==> config.mk <==
export PLATFORM = sky130hd
export DESIGN_NAME = bnn_inference_controller
export DESIGN_NICKNAME = d
export VERILOG_FILES = /design/src/rtl/bnn_inference_controller.sv
export SDC_FILE = /design/constraint.sdc
export NUM_CORES = 1
export LEC_CHECK = 0
export CAP_MARGIN = 10
export CORE_ASPECT_RATIO = 0.75
export CORE_UTILIZATION = 46
export CTS_CLUSTER_SIZE = 10
export DETAILED_ROUTE_END_ITERATION = 6
export PLACE_DENSITY_LB_ADDON = 0.1
export SKIP_CTS_REPAIR_TIMING = 1
export SLEW_MARGIN = 15
export SYNTH_ARGS = -nofsm -noshare
export SYNTH_HDL_FRONTEND = slang
export SYNTH_SLANG_ARGS = --single-unit
==> constraint.sdc <==
create_clock -name clock -period 2.3 [get_ports clock]
set_clock_uncertainty 0.05 [all_clocks]
set_input_delay 0.69 -clock clock [delete_from_list [all_inputs] [get_ports clock]]
set_output_delay 0.69 -clock clock [all_outputs]
set_load 0.005 [all_outputs]
==> src/rtl/bnn_inference_controller.sv <==
// bnn_inference_controller: sequences one BNN inference (pixel load, three layer phases,
// result handshake) and is the sole driver of the shared phase bus.
`timescale 1ns/1ps
`default_nettype none

module bnn_inference_controller #(
   parameter int NUM_PIXELS     = 784,
   parameter int PIX_PER_BEAT   = 8,
   parameter int TIMEOUT_CYCLES = 1023,
   parameter int ADDR_W         = $clog2(NUM_PIXELS / PIX_PER_BEAT)
) (
   input  logic                    clock,
   input  logic                    reset,
   input  logic                    start,
   input  logic                    pixel_valid,
   input  logic [PIX_PER_BEAT-1:0] pixel_data,
   output logic                    pixel_ready,
   output logic                    pixel_wr_en,
   output logic [ADDR_W-1:0]       pixel_wr_addr,
   output logic [PIX_PER_BEAT-1:0] pixel_wr_data,
   output logic [2:0]              state,
   input  logic                    layer_1_done,
   input  logic                    layer_2_done,
   input  logic                    layer_3_done,
   input  logic [3:0]              answer_in,
   output logic [3:0]              result,
   output logic                    result_valid,
   input  logic                    result_ready,
   output logic                    busy,
   output logic                    error
);

   typedef enum logic [2:0] {
      S_IDLE    = 3'b000,
      S_LOAD    = 3'b001,
      S_LAYER_1 = 3'b010,
      S_LAYER_2 = 3'b011,
      S_LAYER_3 = 3'b100,
      S_DONE    = 3'b101
   } state_t;

   localparam int                NUM_BEATS = NUM_PIXELS / PIX_PER_BEAT;
   localparam int                TMO_W     = $clog2(TIMEOUT_CYCLES + 1);
   localparam logic [ADDR_W-1:0] LAST_BEAT = ADDR_W'(NUM_BEATS - 1);
   localparam logic [TMO_W-1:0]  TMO_LAST  = TMO_W'(TIMEOUT_CYCLES - 1);

   state_t              cur_state;
   state_t              nxt_state;
   logic [ADDR_W-1:0]   beat_cnt;
   logic                dwell;
   logic [TMO_W-1:0]    tmo_cnt;
   logic                in_layer;
   logic                layer_done_sel;
   logic                done_ok;
   logic                timed_out;

   assign pixel_ready   = (cur_state == S_LOAD);
   assign pixel_wr_en   = pixel_valid && pixel_ready;
   assign pixel_wr_addr = beat_cnt;
   assign pixel_wr_data = pixel_data;
   assign state         = cur_state;

   // dwell is zero on the entry cycle, so a stale done left over from the previous image is masked
   always_comb begin
      layer_done_sel = 1'b0;
      in_layer       = 1'b0;
      case (cur_state)
         S_LAYER_1: begin layer_done_sel = layer_1_done; in_layer = 1'b1; end
         S_LAYER_2: begin layer_done_sel = layer_2_done; in_layer = 1'b1; end
         S_LAYER_3: begin layer_done_sel = layer_3_done; in_layer = 1'b1; end
         default:   ;
      endcase
      done_ok   = in_layer && dwell && layer_done_sel;
      timed_out = in_layer && (tmo_cnt == TMO_LAST);
   end

   always_comb begin
      nxt_state = cur_state;
      case (cur_state)
         S_IDLE:    if (start) nxt_state = S_LOAD;
         S_LOAD:    if (pixel_wr_en && beat_cnt == LAST_BEAT) nxt_state = S_LAYER_1;
         S_LAYER_1: if (done_ok) nxt_state = S_LAYER_2; else if (timed_out) nxt_state = S_IDLE;
         S_LAYER_2: if (done_ok) nxt_state = S_LAYER_3; else if (timed_out) nxt_state = S_IDLE;
         S_LAYER_3: if (done_ok) nxt_state = S_DONE;    else if (timed_out) nxt_state = S_IDLE;
         S_DONE:    if (result_valid && result_ready) nxt_state = S_IDLE;
         default:   nxt_state = S_IDLE;
      endcase
   end

   always_ff @(posedge clock) begin
      if (reset) begin
         cur_state    <= S_IDLE;
         beat_cnt     <= '0;
         dwell        <= 1'b0;
         tmo_cnt      <= '0;
         result       <= 4'd0;
         result_valid <= 1'b0;
         error        <= 1'b0;
         busy         <= 1'b0;
      end else begin
         cur_state <= nxt_state;
         busy      <= (nxt_state != S_IDLE);

         if (cur_state == S_IDLE && start) begin
            beat_cnt <= '0;
            error    <= 1'b0;
         end else if (pixel_wr_en) begin
            beat_cnt <= beat_cnt + ADDR_W'(1);
         end

         // both counters restart on every state change; the timeout counter saturates
         if (nxt_state != cur_state) begin
            dwell   <= 1'b0;
            tmo_cnt <= '0;
         end else begin
            dwell <= 1'b1;
            if (tmo_cnt != TMO_LAST) tmo_cnt <= tmo_cnt + TMO_W'(1);
         end

         if (cur_state == S_LAYER_3 && done_ok) begin
            result       <= answer_in;
            result_valid <= 1'b1;
         end else if (cur_state == S_DONE && result_ready) begin
            result_valid <= 1'b0;
         end

         if (timed_out && !done_ok) error <= 1'b1;
      end
   end

endmodule

`default_nettype wire
Word level (Yosys, flattened, before mapping)
Cells that the tools add are included.
Widths: inputs -> output; s select.
{"block": "word_totals", "out_inout_bits": 27, "inputBits": 20, "ff_bits": 28, "mem_bits_ro": 0, "mem_bits_rw": 0, "mem_count": 0, "word_cells": 52, "latchBits": 0}
{"block": "classes", "reduce_logical": 18, "multipliers": 0, "n_shift": 0, "n_lt_le_gt_ge": 0, "add_sub_neg": 2, "bitwise_logic": 0, "eq_ne": 9, "div_mod_pow": 0, "muxes": 15}
{"operator": "$mux 3", "count": 7}
{"operator": "$pmux 3 s6", "count": 1}
{"operator": "$add 10x1->10 const B", "count": 1}
{"operator": "$eq 10x10->1 const B", "count": 1}
{"operator": "$logic_and 1x1->1", "count": 10}
{"operator": "$ne 10x10->1 const B", "count": 1}
{"operator": "$add 7x1->7 const B", "count": 1}
{"operator": "$eq 7x7->1 const B", "count": 1}
{"operator": "$eq 3x2->1 const B", "count": 2}
{"operator": "$eq 3x3->1 const B", "count": 2}
{"operator": "$mux 1", "count": 6}
{"operator": "$reduce_bool 2->1", "count": 2}
{"operator": "$reduce_or 2->1", "count": 2}
{"operator": "$eq 3x1->1 const B", "count": 1}
{"operator": "$logic_not 3->1", "count": 1}
{"operator": "$ne 3x3->1", "count": 1}
{"operator": "$pmux 1 s3", "count": 1}
{"operator": "$reduce_bool 3->1", "count": 1}
{"operator": "$reduce_or 3->1", "count": 1}
{"operator": "$logic_not 1->1", "count": 1}

Longest topological paths before layout
Gate-level depths: netlist (run 1).
{"block": "depth", "depth_word": 9, "ltp_mapped": 8, "ltp_nobuf": 7}

Least setup slack after synthesis (run 1)
Ideal clock, no wire load.
{"block": "synth_timing", "path_type": "input-to-reg", "start": "input port pixel_valid", "end": "register tmo_cnt[9]", "setup_ns": 0.079, "t_required_ns": 2.171, "t_arrival_ns": 1.831, "slack_ns": 0.340, "path_buffers": 2, "path_stages": 7, "cell_sequence": "nor4bb_1 -> buf_2 -> and4_1 -> a311oi_2 -> o2111ai_2 -> buf_6 -> a211oi_2"}
{"block": "synth_between", "elab_chain_len": 6}
{"element": "start: declaration", "line_no": "15", "rtl": "input logic pixel_valid,"}
{"element": "$logic_and 1x1->1", "line_no": "58", "rtl": "assign pixel_wr_en = pixel_valid && pixel_ready;"}
{"element": "net pixel_wr_en", "line_no": "18", "rtl": "output logic pixel_wr_en,"}
{"element": "$logic_and 1x1->1", "line_no": "81", "rtl": "S_LOAD: if (pixel_wr_en && beat_cnt == LAST_BEAT) nxt_state = S_LAYER_1;"}
{"element": "$mux 3", "line_no": "81"}
{"element": "$pmux 3 s6", "line_no": "79", "rtl": "case (cur_state)"}
{"element": "$ne 3x3->1", "line_no": "112", "rtl": "if (nxt_state != cur_state) begin"}
{"element": "$reduce_or 2->1 (no line)"}
{"element": "end signal: assignment", "line_no": "117", "rtl": "if (tmo_cnt != TMO_LAST) tmo_cnt <= tmo_cnt + TMO_W'(1);"}
{"element": "end: declaration", "line_no": "51", "rtl": "logic [TMO_W-1:0] tmo_cnt;"}
The timed path passes the listed nets, and every way through them passes these cells.
A chain may end at the register's enable or synchronous reset.

Final worst setup path (run 1)
{"block": "layout_timing", "start": "input port layer_2_done", "end": "register tmo_cnt[9]"}
{"block": "layout_between", "elab_chain_len": 6, "elab_cells_between_ends": 8, "classes_between": "eq/ne (1); mux (5); reduce/logical (2)"}
{"element": "start: declaration", "line_no": "23", "rtl": "input logic layer_2_done,"}
{"element": "$pmux 1 s3 *", "line_no": "67", "rtl": "case (cur_state)"}
{"element": "$logic_and 1x1->1 *", "line_no": "73", "rtl": "done_ok = in_layer && dwell && layer_done_sel;"}
{"element": "$mux 3, on equally long branches", "line_no": "84, 82, 83"}
{"element": "$pmux 3 s6 *", "line_no": "79"}
{"element": "$ne 3x3->1 *", "line_no": "112"}
{"element": "$reduce_or 2->1 (no line) *"}
Every way passes the cells marked *; elsewhere a longest branch is shown, timed or not.

==> results of run 1 <==
[flip-flops by register name, indices dropped and copies added, names as in the netlist]
name and cells:
busy 1, result 4, error 1, state 3
tmo_cnt 10, pixel_wr_addr 7, dwell 1, result_valid 1
[tightest hold or removal path: stages (launching register included)]
cell     delay [ns]
dfxtp_1        0.32
nand2_1        0.07
o31ai_1        0.07
[worst max path at each step]
| stage | slack, ns | start | endpoint | depth (start not counted) |
|---|---|---|---|---|
| CTS | -0.53 | pixel_valid | pixel_wr_en | 4 |
| global route | -0.04 | layer_2_done | tmo_cnt[9] | 7 |
| detailed placement | -0.51 | pixel_valid | pixel_wr_en | 4 |
| finish | 0.06 | layer_2_done | tmo_cnt[9] | 7 |
| global placement | -0.57 | pixel_valid | pixel_wr_en | 4 |
| floorplan | 0.34 | pixel_valid | tmo_cnt[9] | 7 |
[cell families (layout without fill, tap and decap cells)]
| kind of cell | count (synthesis) | after routing |
|---|---|---|
| flip-flops | 28 | 28 |
| multiplexers | 6 | 6 |
| AO/OA/AOI/OAI | 29 | 29 |
| adder cells (fa/ha/maj) | 4 | 4 |
| buffers and inverters | 20 | 57 |
| XOR/XNOR | 9 | 9 |
| AND/OR/NAND/NOR | 79 | 79 |
[power groups by stage]
stage / sequential [µW] / clock, µW / combinational (µW)
final: 502 / 383 / 108
after global routing: 504 / 414 / 118
after CTS: 502 / 392 / 105
after detailed placement: 513 / 0 / 104
after global placement: 513 / 0 / 102
after floorplan: 515 / 0 / 58.7
[layout by cell type (no fill, tap or decap), types with 3 or more instances in the layout]
cell and n:
a21oi_1 5, a31oi_1 3, buf_4 16, clkbuf_8 3, clkdlybuf4s50_1 27, dfxtp_1 28, dlymetal6s2s_1 3, ha_1 4
inv_1 4, mux2i_1 6, nand2_1 18, nand3_1 5, nand4_1 3, nor2_1 28, nor2b_1 4, nor3_1 3
o21ai_0 7, xnor2_1 5, xor2_1 4
[through the flow]
step,total power [µW],instances,utilization [%]
3_3_place_gp,615,242,61.1
6_report,993,250,65.8
2_1_floorplan,573,175,-
3_5_place_dp,617,242,61.1
4_1_cts,998,246,63.4
5_1_grt,1040,250,65.8
[metal layers]
layer,share of wire (%),track usage (%)
met1,49,29.9
met2,44,32.2
met3,5.9,5.58
met4,0.88,6.03
met5,0,0
[area by class of cell]
| cell class | count | area (µm²) |
|---|---|---|
| multi-input combinational | 127 | 812 |
| inverter | 5 | 18.8 |
| fill | 243 | 1020 |
| clock inverter | 1 | 30.0 |
| tap | 38 | 47.5 |
| clock buffer | 3 | 41.3 |
| sequential | 28 | 561 |
| timing repair buffer | 48 | 450 |
==> impl_metrics.yaml, run 1 <==
run_status:
  status: "finished, final reports clean"
floorplan:
  io_pins: 47
  dieArea_um2: 3410
  fp.dieH_um: 50.8
  num_rows: 17
  coreArea_um2: 2980
  start_util_pct: 49.1
  die_x_um: 67.1
drt:
  first_iter_violations: 73
  wirelength_um: 3280
  post_drt_wl_per_cell_um: 13.1
  drc: 0
  route.vias.total: 1342
  first_pass_iters: 4
  antenna_left: 0
  viasPerCell: 5.37
placed_design:
  numPortBuffers: 30
  place_congestion: 0.826
  dp_worst_setup_slack_ns: -0.509
  hpwl_um: 2480
  dpl_cell_area_um2: 1820
worst_setup_path:
  reg2reg_setup_slack_ns: 0.27
  ff2ff_path_depth: 8
  slowest_delay_ns: 0.48
  rr_startpoint: "tmo_cnt[0]"
  path_class: "input port to flop"
  worst_path_dominant_cell_family: "compound AO/OA/AOI/OAI gates"
  cp.required_ns: 2.45
  critPathLaunchType: "input port"
  r2r_end: "tmo_cnt[5]"
  crit_chain: "clkdlybuf4s50_1 -> mux2i_1 -> o32a_1 -> a311oi_2 -> o2111ai_2 -> buf_6 -> a211oi_2"
  slowest_stage: "clkdlybuf4s50_1"
  endpoint_kind: "flop"
  path_max_fanout: 6
  cp_data_arrival_time_ns: 2.39
  crit_buf_inv: 2
clock_tree:
  htree_levels: 1
  clock_latency_ns: 0.27
  cts_made_buffers: 3
  cts.sinks: 28
  cts_buffer_depth: 2
  clk_pin_slew_ns: 0.09
  clock-root-buffer: "clkbuf_8"
  cts_tree: "built"
timing:
  slew_headroom_pct: 73.2
  worst_pin_slew_ns: 0.396
  period_share_pct: 97.5
  slew_viol_final: 0
  whs_ns: 0.456
  finalCriticalPeriod_ns: 2.24
  finalSetupViolCount: 0
  hold_viol_final: 0
  setup_slack_ns: 0.0564
  setup_tns_ns: 0
  clock.fmax_ghz: 0.446
  rsz0062_at_grt: "yes"
logic_synthesis:
  synth_compound_area_share_pct: 14.4
  synth.ff_latch_count: 28
  synth_cell_types: 44
  synthMuxAreaShare_pct: 4.11
  async_reset_ff_share_pct: 0
  syn_area_per_cell_um2: 8.36
  synth.largest_area_cell: "dfxtp_1"
  ys_warn_count: 0
  yosysMostFrequentCell: "nor2_1"
  synthAdderAreaFrac_pct: 3.42
  yosys.area_share.simple_pct: 26.4
  synth-xor-area-share_pct: 5.39
  synth_ff_type: "dfxtp_1"
  synthTopCellsByArea: "dfxtp_1 (38%), nor2_1 (7.4%), nand2_1 (4.6%), mux2i_1 (4.1%), buf_4 (4.1%)"
  synth_commonest_cells: "nor2_1 (29), dfxtp_1 (28), nand2_1 (18), buf_4 (8), o21ai_0 (7)"
  netlist_instances: 175
  synth_top_area_share_pct: 38.3
  synth_top_family_by_area: "simple AND/OR/NAND/NOR gates"
  syn_nets: 199
  synth_edf_count: 0
  netlist_area_um2: 1460
  ys_seq_area_share_pct: 38.3
pwr:
  p_sw_uw: 205
  p_int_uw: 788
  comb_power_share_pct: 10.9
  switching_share_pct: 20.7
  max-vdd-ir-drop_uv: 475
  clockPowerShare_pct: 38.5
  powerDensity_nw_per_um2: 506
  p_seq_share_pct: 50.6
  p_leak_uw: 0.000762
global_routing:
  grt_antenna_before_repair: 0
  grt_start_max_net_pins: 17
  grt-ovfl-total: 0
  grt_use_total_pct: 21.4
  grt_pass1_wl_um: 5580
  first_global_vias: 1257
job:
  max-cap-violations: 0
min_path:
  hold_depth: 2
  min_from: "error"
  hold_end: "error"
  min_path_type: "flop to flop"
final_layout:
  num_antenna_cells: 0
  final_cell_area_um2: 1960
  synthToLayoutAreaGrowth_pct: 34.0
  nets: 237
  drive_gt1_share_pct: 15.1
(Power assumes the default switching activity.)
==> run 2, diff against run 1 <==
Settings changed: CAP_MARGIN 10 to not set.
==> results of run 2 <==
Final layout, timing and power as in run 1 (identical DEF).
==> run 3, diff against run 2 <==
Settings changed: GPL_TIMING_DRIVEN set to 0, SLEW_MARGIN 15 to not set.
==> run 3 against run 2 <==
Against the previous run: utilization increased by 1.8 points; first-iteration DRC count decreased by 2.7%; maximum frequency increased by 1.3%; critical path depth unchanged; clock-buffer cell count unchanged; cell count increased by 2.4%; final area increased by 2.8%; critical path type unchanged; largest cell class unchanged.
==> impl_metrics.yaml, run 3 (synthesis results as in run 1) <==
timing:
  slew_viol_final: 0
  finalCriticalPeriod_ns: 2.21
  slew_headroom_pct: 70.4
  setup_slack_ns: 0.0856
  clock.fmax_ghz: 0.452
  period_share_pct: 96.3
  rsz0062_at_grt: "no"
  setup_tns_ns: 0
  finalSetupViolCount: 0
  worst_pin_slew_ns: 0.443
  hold_viol_final: 0
pwr:
  switching_share_pct: 21.1
  p_int_uw: 801
  max-vdd-ir-drop_uv: 394
  powerDensity_nw_per_um2: 504
  p_sw_uw: 214
  comb_power_share_pct: 12.2
  p_seq_share_pct: 49.9
  p_leak_uw: 0.000788
  total_power_uw: 1020
  clockPowerShare_pct: 37.8
floorplan:
  fp.dieH_um: 50.8
  start_util_pct: 49.1
  dieArea_um2: 3410
  coreArea_um2: 2980
  num_rows: 17
  die_x_um: 67.1
  io_pins: 47
worst_setup_path:
  ff2ff_path_depth: 7
  crit_buf_inv: 2
  path_max_fanout: 10
  endpoint_kind: "flop"
  critPathLaunchType: "input port"
  critPathLaunch: "layer_2_done"
  worst_path_dominant_cell_family: "compound AO/OA/AOI/OAI gates"
  reg2reg_setup_slack_ns: 0.21
  slowest_delay_ns: 0.50
  cp.depth: 7
  path_class: "input port to flop"
  cp_data_arrival_time_ns: 2.37
  cp.required_ns: 2.46
  critPathCapture: "tmo_cnt[9]"
  slowest_stage: "clkdlybuf4s50_1"
  rr_startpoint: "tmo_cnt[1]"
  r2r_end: "tmo_cnt[8]"
  crit_chain: "clkdlybuf4s50_1 -> mux2i_1 -> o32a_1 -> a311oi_2 -> o2111ai_2 -> buf_6 -> a211oi_2"
final_layout:
  final_util_pct: 67.7
  final_cells: 256
  drive_gt1_share_pct: 14.2
  num_antenna_cells: 0
  final_cell_mix: "clkdlybuf4s50_1 (34), nor2_1 (28), dfxtp_1 (26)"
  largest-register: "tmo_cnt"
  final_common_cell: "clkdlybuf4s50_1"
  largest_reg_flops: 10
  synthToLayoutAreaGrowth_pct: 37.8
  nets: 243
  fillers: 235
clock_tree:
  cts_buffer_depth: 2
  clk_pin_slew_ns: 0.09
  clock-root-buffer: "clkbuf_8"
  cts.sinks: 28
  htree_levels: 1
  clock_latency_ns: 0.27
  cts_made_buffers: 3
  cts_tree: "built"
placed_design:
  place_congestion: 0.864
  hpwl_um: 2630
  dp_worst_setup_slack_ns: -0.601
  numPortBuffers: 37
  dp_cells: 250
global_routing:
  grt_antenna_before_repair: 0
  grt-ovfl-total: 0
  first_global_vias: 1301
  grt_pass1_wl_um: 5460
  grt_start_max_net_pins: 17
  grt_use_total_pct: 21.0
drt:
  viasPerCell: 5.57
  wirelength_um: 3590
  post_drt_wl_per_cell_um: 14.0
  drc: 0
  antenna_left: 0
  route.vias.total: 1426
  first_pass_iters: 4
  first_iter_violations: 71
min_path:
  min_path_type: "flop to flop"
  hold_depth: 2
job:
  max-cap-violations: 0
run_status:
  status: "finished, final reports clean"
## run 3: worst min-delay path by stage
stage	start	endpoint	slack, ns
6_report	error	error	0.43
5_1_grt	error	error	0.46
4_1_cts	error	error	0.44
3_5_place_dp	error	error	0.42
3_3_place_gp	error	error	0.41
2_1_floorplan	error	error	0.40
## run 3: area by class of cell
class                           instances  area (µm²)  share of cell area, %
Clock inverter                          1        30.0                   1.49
Timing Repair Buffer                   39         385                   19.1
Multi-Input combinational cell        127         818                   40.6
Tap cell                               38        47.5                   2.36
Clock buffer                            3        41.3                   2.05
Sequential cell                        28         566                   28.1
Buffer                                 15         109                   5.40
Inverter                                5        18.8                  0.931
## run 3: routing by layer
metal | vias up | GRT usage [%] | wire (µm)
met3 | 4 | 5.13 | 242
met2 | 65 | 35.0 | 1680
met5 | - | 0 | 0
met1 | 669 | 26.1 | 1630
li1 | 688 | - | -
met4 | 0 | 7.80 | 34
## run 3: power by group through the flow
| stage | Sequential, µW | Combinational, µW | Clock [µW] |
|---|---|---|---|
| 6_report | 507 | 124 | 384 |
| 5_1_grt | 509 | 134 | 411 |
| 4_1_cts | 507 | 119 | 388 |
| 3_5_place_dp | 518 | 118 | 0 |
| 3_3_place_gp | 516 | 114 | 0 |
| 2_1_floorplan | 515 | 58.7 | 0 |
## run 3: through the flow
step | hold WS [ns] | area [µm²]
global placement | 0.410 | 1880
floorplan | 0.399 | 1460
CTS | 0.436 | 1950
finish | 0.428 | 2020
global route | 0.462 | 2020
detailed placement | 0.424 | 1880
## run 3: worst min-delay path, cell delays in order, from the launching register on
cell and delay [ns]:
dfxtp_1 0.33, nand2_1 0.05, o31ai_1 0.06
